**src/rtl/viterbi_frame_ctrl.sv**
```systemverilog
// Frame-level sequencer for the Viterbi decoder datapath.
// Accepts one frame of symbols, drives branch-metric/ACS and survivor-memory
// write strobes per accepted symbol, then runs a descending traceback.
module viterbi_frame_ctrl #(
    parameter int FRAME_LEN = 16,
    parameter int ADDR_W    = 4
) (
    input  logic              clk,
    input  logic              rst,
    input  logic              start,
    input  logic              sym_valid,
    output logic              sym_ready,
    output logic              pm_init,
    output logic              en_bm,
    output logic              en_acs,
    output logic              sm_we,
    output logic [ADDR_W-1:0] sm_waddr,
    output logic              tb_load,
    output logic              tb_en,
    output logic [ADDR_W-1:0] sm_raddr,
    output logic              bit_valid,
    output logic              busy,
    output logic              done
);

    typedef enum logic [2:0] {
        IDLE,
        INIT,
        ACS,
        DRAIN,
        TB_LOAD,
        TRACE,
        DONE
    } state_t;

    localparam logic [ADDR_W-1:0] LAST_ADDR = ADDR_W'(FRAME_LEN - 1);

    state_t            state;
    state_t            state_next;
    logic [ADDR_W-1:0] wcnt;
    logic              wcnt_last;
    logic              raddr_zero;

    assign wcnt_last  = (wcnt == LAST_ADDR);
    assign raddr_zero = (sm_raddr == '0);
    assign en_bm      = sym_ready & sym_valid;

    // State register; reset returns to IDLE from anywhere, even mid-frame.
    always_ff @(posedge clk) begin
        if (!rst) begin
            state <= IDLE;
        end else begin
            state <= state_next;
        end
    end

    // Next-state and state-decoded strobes; sym_ready depends on state only.
    always_comb begin
        state_next = state;
        sym_ready  = 1'b0;
        pm_init    = 1'b0;
        tb_load    = 1'b0;
        tb_en      = 1'b0;
        bit_valid  = 1'b0;
        busy       = 1'b1;
        done       = 1'b0;
        case (state)
            IDLE: begin
                busy = 1'b0;
                if (start) begin
                    state_next = INIT;
                end
            end
            INIT: begin
                pm_init    = 1'b1;
                state_next = ACS;
            end
            ACS: begin
                sym_ready = 1'b1;
                if (sym_valid && wcnt_last) begin
                    state_next = DRAIN;
                end
            end
            DRAIN: begin
                state_next = TB_LOAD;
            end
            TB_LOAD: begin
                tb_load    = 1'b1;
                state_next = TRACE;
            end
            TRACE: begin
                tb_en     = 1'b1;
                bit_valid = 1'b1;
                if (raddr_zero) begin
                    state_next = DONE;
                end
            end
            DONE: begin
                done       = 1'b1;
                state_next = IDLE;
            end
            default: begin
                state_next = IDLE;
            end
        endcase
    end

    // Write counter: cleared per frame, advances only on an accepted symbol.
    // It saturates on the last index so it never wraps at FRAME_LEN=2^ADDR_W.
    always_ff @(posedge clk) begin
        if (!rst) begin
            wcnt <= '0;
        end else if (state == INIT) begin
            wcnt <= '0;
        end else if (en_bm && !wcnt_last) begin
            wcnt <= wcnt + 1'b1;
        end
    end

    // One-stage pipeline: symbol i is written to survivor address i one
    // cycle after acceptance; the address holds between writes.
    always_ff @(posedge clk) begin
        if (!rst) begin
            en_acs   <= 1'b0;
            sm_we    <= 1'b0;
            sm_waddr <= '0;
        end else begin
            en_acs <= en_bm;
            sm_we  <= en_bm;
            if (en_bm) begin
                sm_waddr <= wcnt;
            end
        end
    end

    // Traceback read address: preset to the last index while draining,
    // then counts down once per TRACE cycle and stops at zero.
    always_ff @(posedge clk) begin
        if (!rst) begin
            sm_raddr <= '0;
        end else begin
            case (state)
                INIT:    sm_raddr <= '0;
                DRAIN:   sm_raddr <= LAST_ADDR;
                TRACE: begin
                    if (!raddr_zero) begin
                        sm_raddr <= sm_raddr - 1'b1;
                    end
                end
                default: sm_raddr <= sm_raddr;
            endcase
        end
    end

endmodule
```
**config.mk**
```make
export PLATFORM = sky130hd
export DESIGN_NAME = viterbi_frame_ctrl
export DESIGN_NICKNAME = d
export VERILOG_FILES = /design/src/rtl/viterbi_frame_ctrl.sv
export SDC_FILE = /design/constraint.sdc
export NUM_CORES = 1
export LEC_CHECK = 0
export CAP_MARGIN = 25
export CELL_PAD_IN_SITES_DETAIL_PLACEMENT = 1
export CELL_PAD_IN_SITES_GLOBAL_PLACEMENT = 2
export CORE_MARGIN = 10
export CORE_UTILIZATION = 28
export DETAILED_ROUTE_END_ITERATION = 8
export PLACE_DENSITY_LB_ADDON = 0.05
export SLEW_MARGIN = 20
export SYNTH_ARGS = -nofsm -noshare
export SYNTH_HDL_FRONTEND = slang
export SYNTH_SLANG_ARGS = --single-unit
```
**constraint.sdc**
```tcl
create_clock -name clk -period 1.9 [get_ports clk]
set_clock_uncertainty 0.05 [all_clocks]
set_input_delay 0.285 -clock clk [delete_from_list [all_inputs] [get_ports clk]]
set_output_delay 0.285 -clock clk [all_outputs]
set_load 0.02 [all_outputs]
```
==> results.md, run 1 <==
- Final Slew Violations: 0
- Net Sw Frac: 0.404
- Mux contribution to synthesized area: 0.0479
- Setup Crit Path Kind: reg -> out
- Post-detailed-route wirelength per cell: 15.1 um
- Post-detail-place hpwl: 1680 um
- Max-cap viol count: 0
- R2R setup slack: 0.30 ns
- Hold crit path type: reg -> reg
- Yosys warns: 0
- Routed Antenna Nets: 0
- CP Launch Type: flop
- Slew @ Worst Pin: 0.307 ns
- Leakage: 0.000427 uW
- Switching pwr: 517 uW
- Crit Path Max Fanout: 7
- Finished Core Util: 0.386
- Status: finished clean
- Final Wtd Congestion: 0.762
- Die height: 74.6 um
- Yosys cell types: 41
- Largest net degree at the start of global routing: 11
- Asr flop ratio synth: 0
- Max-slew headroom: 0.795
- First-pass GRT wire length: 3640 um
- Peak supply drop: 0.469 mV
- Area of the multi-input gates: 443 sq um
- Grt ovf: 0
- Xor/xnor share of the synthesized area: 0.0210
- Initial core utilization: 0.298
- Share of power burned in combinational logic: 0.497
- Flop pwr share: 0.364
- Area of the mapped netlist: 836 sq um
- N_diodes: 0
- Initial antenna violation count: 0
- CTS buffer count: 3
- Simple-gate share of the synthesized area: 0.259
- Worst setup EP type: output port
- Post-synth EDFFs: 0
- Syn Nets: 97
- Final hold violations: 0
- # fillers: 335
- Main synth FF type: dfxtp_1
- #FFs+latches synth: 16
- RSZ-0062 raised after global routing: false
- Bufs on Longest Clock Path: 2
- I/O Pins: 22
- Vias per cell: 5.08
- CTS clock-pin slew for the worst setup and hold paths: 0.10 ns
- Syn Inst Count: 90
- Number of post-CTS setup repair buffers: 0
- Final Cycle Share: 0.918
- CP Data Arrival Time: 1.41 ns
- Fmax: 573 MHz
- Residual DRC count: 0
- Storage element area: 322 sq um
- Clk_lat worst skew: 0.28 ns
- Final Routed Wirelength: 2150 um
- Clock network fraction of total power: 0.139
- Clk root buf: clkbuf_4
- Largest family of logic cells by synthesized area: simple AND/OR/NAND/NOR gates
- Avg Cell Area, Syn: 9.29 sq um
- Pwr Density: 1180 mW/mm^2
- Post-synthesis compound-gate area fraction: 0.157
- Vias in the first global route: 750
- Post-layout net count: 121
- Row cnt: 19
- Final TNS setup: 0 ns
- Share of layout cells above drive strength 1: 0.134
- Die width: 74.6 um
- Post-route insts no fill: 143
- H-tree depth: 1
- Gr usage total: 0.0843
- Int Power: 761 uW
- Adder-Cell Fraction of Synth Area: 0.0449
- Post-placement cell count: 140
- Die area: 0.00557 sq mm
- Detailed-route via count: 726
- Final Setup Violations: 0
- Initial DRT Pass Iterations: 3
- Min cycle time layout: 1.74 ns
- 1st-iter DRT viols: 9
- PortBufs: 21
- Worst endpoint required time: 1.56 ns
- Synthesis-to-layout area growth: 29.5%
- Sequential area share after synthesis: 0.383
- Core area: 0.00281 sq mm
- TritonCTS clock tree: yes
- Number of clock sinks: 16
- Hold-fix buffers at CTS: 0
repair_timing:
| item | in CTS | in global routing |
|---|---|---|
| setup endpoints to repair | 8 | 0 |
| hold endpoints to repair | 0 | 0 |
| gates resized for setup | 9 | 0 |
area by class of cell:
type / instances / share of cell area
clock buffers: 3 / 0.0208
multi-input cells: 62 / 0.409
well taps: 31 / 0.0358
flip-flops and latches: 16 / 0.297
repair buffers: 26 / 0.220
inverters: 5 / 0.0173
critical path, cell delays in order, from the launching register on:
cell and delay [ns]:
dfxtp_1 0.38, buf_4 0.19, nor3b_1 0.20, dlygate4sd2_1 0.36
cells in the mapped netlist (all sizes together), types with 2 or more instances:
cell	count	area (sq um)
ha	3	37.5
a21oi	5	25.0
buf	6	50.0
mux2i	4	40.0
dfxtp	16	320
nor2b	4	25.0
a21boi	2	15.0
nor2	6	27.5
a211oi	3	22.5
nor3b	3	27.5
or3	2	12.5
and2	2	12.5
nand3	3	15.0
inv	5	18.8
o21ai	3	15.0
nor3	3	15.0
nand2	2	15.0
nand2b	4	27.5
final timing paths:
| kind | startpoint | endpoint | cells past startpoint |
|---|---|---|---|
| max | state[0] | sym_ready | 3 |
| min | wcnt[1] | wcnt[1] | 2 |
| max reg2reg | sm_raddr[0] | sm_raddr[0] | 6 |
| min reg2reg | wcnt[1] | wcnt[1] | 2 |
layer usage:
metal	vias up	track usage	share of wire
met3	2	0.0263	0.064
met1	351	0.0981	0.44
met5	-	0	0
met4	0	0.0504	0.016
li1	360	-	-
met2	13	0.134	0.48
power by group through the flow:
stage          Clock [uW]  Sequential [uW]  Combinational (uW)
2_1_floorplan           0              486                 423
3_3_place_gp            0              473                 664
3_5_place_dp            0              472                 673
4_1_cts               186              465                 653
5_1_grt               204              480                 711
6_report              177              465                 636
cell families (layout without fill, tap and decap cells):
logic type	Yosys count	after routing
AND/OR/NAND/NOR	34	34
AO/OA/AOI/OAI	19	19
flip-flops	16	16
buffers and inverters	12	34
multiplexers	4	4
adder cells (fa/ha/maj)	3	3
XOR/XNOR	2	2
cells in the final DEF, fill, tap and decap left out, types with 4 or more instances in the layout:
cell	n
a21oi_1	5
buf_4	5
clkdlybuf4s50_1	13
dfxtp_1	15
dlygate4sd2_1	8
inv_1	4
mux2i_1	4
nor2_1	4
nor2b_1	4
through the flow:
| step | worst slack (ns) | hold slack, ns | instance area, sq um | total power [uW] |
|---|---|---|---|---|
| 2_1_floorplan | 0.308 | 0.416 | 836 | 909 |
| 3_3_place_gp | -0.0349 | 0.443 | 1070 | 1140 |
| 3_5_place_dp | -0.0531 | 0.456 | 1070 | 1150 |
| 4_1_cts | 0.123 | 0.472 | 1080 | 1300 |
| 5_1_grt | 0.00956 | 0.512 | 1080 | 1390 |
| 6_report | 0.156 | 0.464 | 1080 | 1280 |
flip-flops by register name, summed over array words and instances (netlist names):
signal    cells
wcnt          4
sm_raddr      4
sm_we         1
sm_waddr      4
state         3
Note: power is estimated with default switching activity, not from simulation.
==> run 2, diff against run 1 <==
Settings changed: ABC_AREA set to 1, CORE_UTILIZATION 28 to 26.
==> run 2 against run 1 <==
  * Die area rose by 9.4%
  * Register-to-register slack better by 0.26 ns
  * First-iteration DRC count rose to 2.8 times the previous value
  * Count of clock-buffer cells in the layout rose by 1
  * Non-clock buffer count stayed put
  * Critical endpoint is now busy
  * Core utilization fell by 2.6 points
  * Largest cell class unchanged
  * Global-route usage shrank 0.29 points
  * Power decreased by 7.2%
  * Critical path depth stayed put
  * Cell count rose by 35%
  * Largest power group unchanged
==> results.md, run 2 <==
- Simple-gate share of the synthesized area: 0.361 (+0.102)
- Final Cycle Share: 0.951 (+0.0329)
- TritonCTS clock tree: yes
- Final hold violations: 0 (unchanged)
- Post-synthesis compound-gate area fraction: 0.0999 (-0.0573)
- CP Launch Type: flop
- Residual DRC count: 0 (unchanged)
- Hold crit path type: reg -> reg
- Avg Cell Area, Syn: 7.31 sq um (-21%)
- # fillers: 428 (+28%)
- Synthesis-to-layout area growth: 35.7%
- Sequential area share after synthesis: 0.365 (-0.0180)
- Initial antenna violation count: 0 (unchanged)
- Post-detail-place hpwl: 1970 um (+17%)
- CP Data Arrival Time: 1.47 ns (+0.06 ns)
- H-tree depth: 1 (unchanged)
- #FFs+latches synth: 16 (unchanged)
- Detailed-route via count: 831 (+14%)
- Yosys top cell area share: 0.365 (-0.0180)
- Area of the mapped netlist: 877 sq um (+4.9%)
- Max-slew headroom: 0.843 (+0.0486)
- Post-detailed-route wirelength per cell: 12.4 um (-18%)
- Final Slew Violations: 0 (unchanged)
- N_diodes: 0 (unchanged)
- RSZ-0062 raised after global routing: false
- Clock network fraction of total power: 0.197 (+0.058)
- Bufs on Longest Clock Path: 2 (unchanged)
- Xor/xnor share of the synthesized area: 0.0300 (+0.00900)
- Gr usage total: 0.0814 (-0.00293)
- CTS buffer count: 3 (unchanged)
- Pwr Density: 997 mW/mm^2 (-16%)
- Finished Core Util: 0.359 (-0.0264)
- PortBufs: 21 (unchanged)
- Top post-synthesis cells by area: dfxtp_1, nor2_1, nand2_1
- Final Wtd Congestion: 0.717 (-5.9%)
- Int Power: 708 uW (-7.0%)
- Clk_lat worst skew: 0.29 ns (about the same)
- Die area: 0.00610 sq mm (+9.4%)
- Worst endpoint required time: 1.56 ns (about the same)
- Die height: 78.1 um (+4.6%)
- Biggest regs: sm_raddr (4), sm_waddr (4), wcnt (4)
- 1st-iter DRT viols: 25 (+16)
- Grt ovf: 0 (unchanged)
- Vias per cell: 4.31 (-15%)
- Leakage: 0.000553 uW (+30%)
- Slew @ Worst Pin: 0.235 ns (-0.0719 ns)
- Yosys warns: 0 (unchanged)
- Row cnt: 21 (+2)
- Min cycle time layout: 1.81 ns (+0.0625 ns)
- Yosys cell types: 23 (-44%)
- Commonest non-fill, non-tap cell in the layout: nor2_1
- I/O Pins: 22 (unchanged)
- Final TNS setup: 0 ns (unchanged)
- Switching pwr: 478 uW (-7.6%)
- Vias in the first global route: 858 (+14%)
- Post-layout net count: 155 (+28%)
- Worst setup EP type: output port
- Die width: 78.1 um (+4.6%)
- Commonest cells post-synth: nor2_1, nand2_1, dfxtp_1, inv_1
- Final Setup Violations: 0 (unchanged)
- Post-synth EDFFs: 0 (unchanged)
- Fmax: 554 MHz (-3.5%)
- Syn Nets: 127 (+31%)
- Share of power burned in combinational logic: 0.435 (-0.062)
- Setup Crit Path Kind: reg -> out
- Max-cap viol count: 0 (unchanged)
- Hold-fix buffers at CTS: 0 (unchanged)
- Status: finished clean
- Initial core utilization: 0.265 (-0.0330)
- Flop pwr share: 0.368 (+0.004)
- Adder-Cell Fraction of Synth Area: 0.0428 (-0.00211)
- Share of layout cells above drive strength 1: 0.184 (+0.0497)
- Initial DRT Pass Iterations: 4 (+1)
- Largest net degree at the start of global routing: 10 (-1)
- Core area: 0.00331 sq mm (+18%)
- Routed Antenna Nets: 0 (unchanged)
- Main synth FF type: dfxtp_1
- Mux contribution to synthesized area: 0 (-0.0479)
- CTS clock-pin slew for the worst setup and hold paths: 0.10 ns (about the same)
- Most frequent cells in the layout: nor2_1, nand2_1, clkdlybuf4s50_1, dfxtp_1, inv_1
- Largest family of logic cells by synthesized area: simple AND/OR/NAND/NOR gates
- Asr flop ratio synth: 0 (unchanged)
- Final Routed Wirelength: 2400 um (+11%)
- Clk root buf: clkbuf_4
- Syn Inst Count: 120 (+33%)
- First-pass GRT wire length: 4160 um (+14%)
- Crit Path Max Fanout: 7 (unchanged)
- Net Sw Frac: 0.403 (-0.00157)
- Peak supply drop: 0.400 mV (-15%)
- Most common cell in the netlist: nor2_1
- Most area-hungry cell type in the Yosys netlist: dfxtp_1
- Number of clock sinks: 16 (unchanged)
run 2: critical path: stages, from the launching register on:
cell,delay (ns)
dfxtp_1,0.42
inv_4,0.09
nand2_1,0.07
clkdlybuf4s50_1,0.60
run 2: area by class of cell:
cell class	instances	area (sq um)	area share
inverter	17	66.3	0.0557
multi-input combinational	84	468	0.393
clock buffer	4	36.3	0.0305
sequential	16	323	0.271
tap	46	57.6	0.0484
timing repair buffer	26	239	0.201
run 2: worst paths after layout:
check / cells past startpoint / slack, ns / start / end
worst max register to register: 8 / 0.56 / sm_raddr[0] / sm_raddr[3]
worst max-delay path: 3 / 0.09 / state[2] / busy
worst min register to register: 2 / 0.44 / sm_waddr[1] / sm_waddr[1]
worst min-delay path: 2 / 0.44 / sm_waddr[1] / sm_waddr[1]
run 2: power groups by stage:
stage | clock, uW | combinational, uW | sequential, uW
after global routing | 260 | 585 | 448
after floorplan | 0 | 309 | 469
after CTS | 248 | 530 | 436
after global placement | 0 | 526 | 440
after detailed placement | 0 | 537 | 443
final | 234 | 515 | 436
run 2: cell families after synthesis:
kind of cell / count (synthesis)
DFF: 16
xor gates and xnor gates: 3
adders and majority gates: 3
AOI/OAI and AO/OA: 17
buffers and inverters: 20
and+or+nand+nor: 61
run 2: per-layer routing:
metal | up-vias | track usage | wire [um]
li1 | 432 | - | -
met1 | 382 | 0.0995 | 1130
met2 | 15 | 0.128 | 1100
met3 | 2 | 0.0273 | 146
met4 | 0 | 0.0323 | 21
met5 | - | 0 | 0
run 2: per-stage QoR:
step | power (uW) | cells | worst slack [ns] | hold WS (ns) | instance area [sq um]
global placement | 966 | 189 | 0.0420 | 0.411 | 1160
floorplan | 778 | 120 | 0.527 | 0.371 | 877
CTS | 1210 | 193 | 0.0242 | 0.446 | 1190
detailed placement | 980 | 189 | 0.0372 | 0.420 | 1160
global route | 1290 | 193 | 0.0175 | 0.469 | 1190
finish | 1190 | 193 | 0.0937 | 0.436 | 1190
run 2: repair_timing:
item                       4_1_cts  5_1_grt
hold endpoints to repair         0        0
buffers inserted                 0        0
cloned                           0        0
gates resized for setup          7        2
setup endpoints to repair        7        2
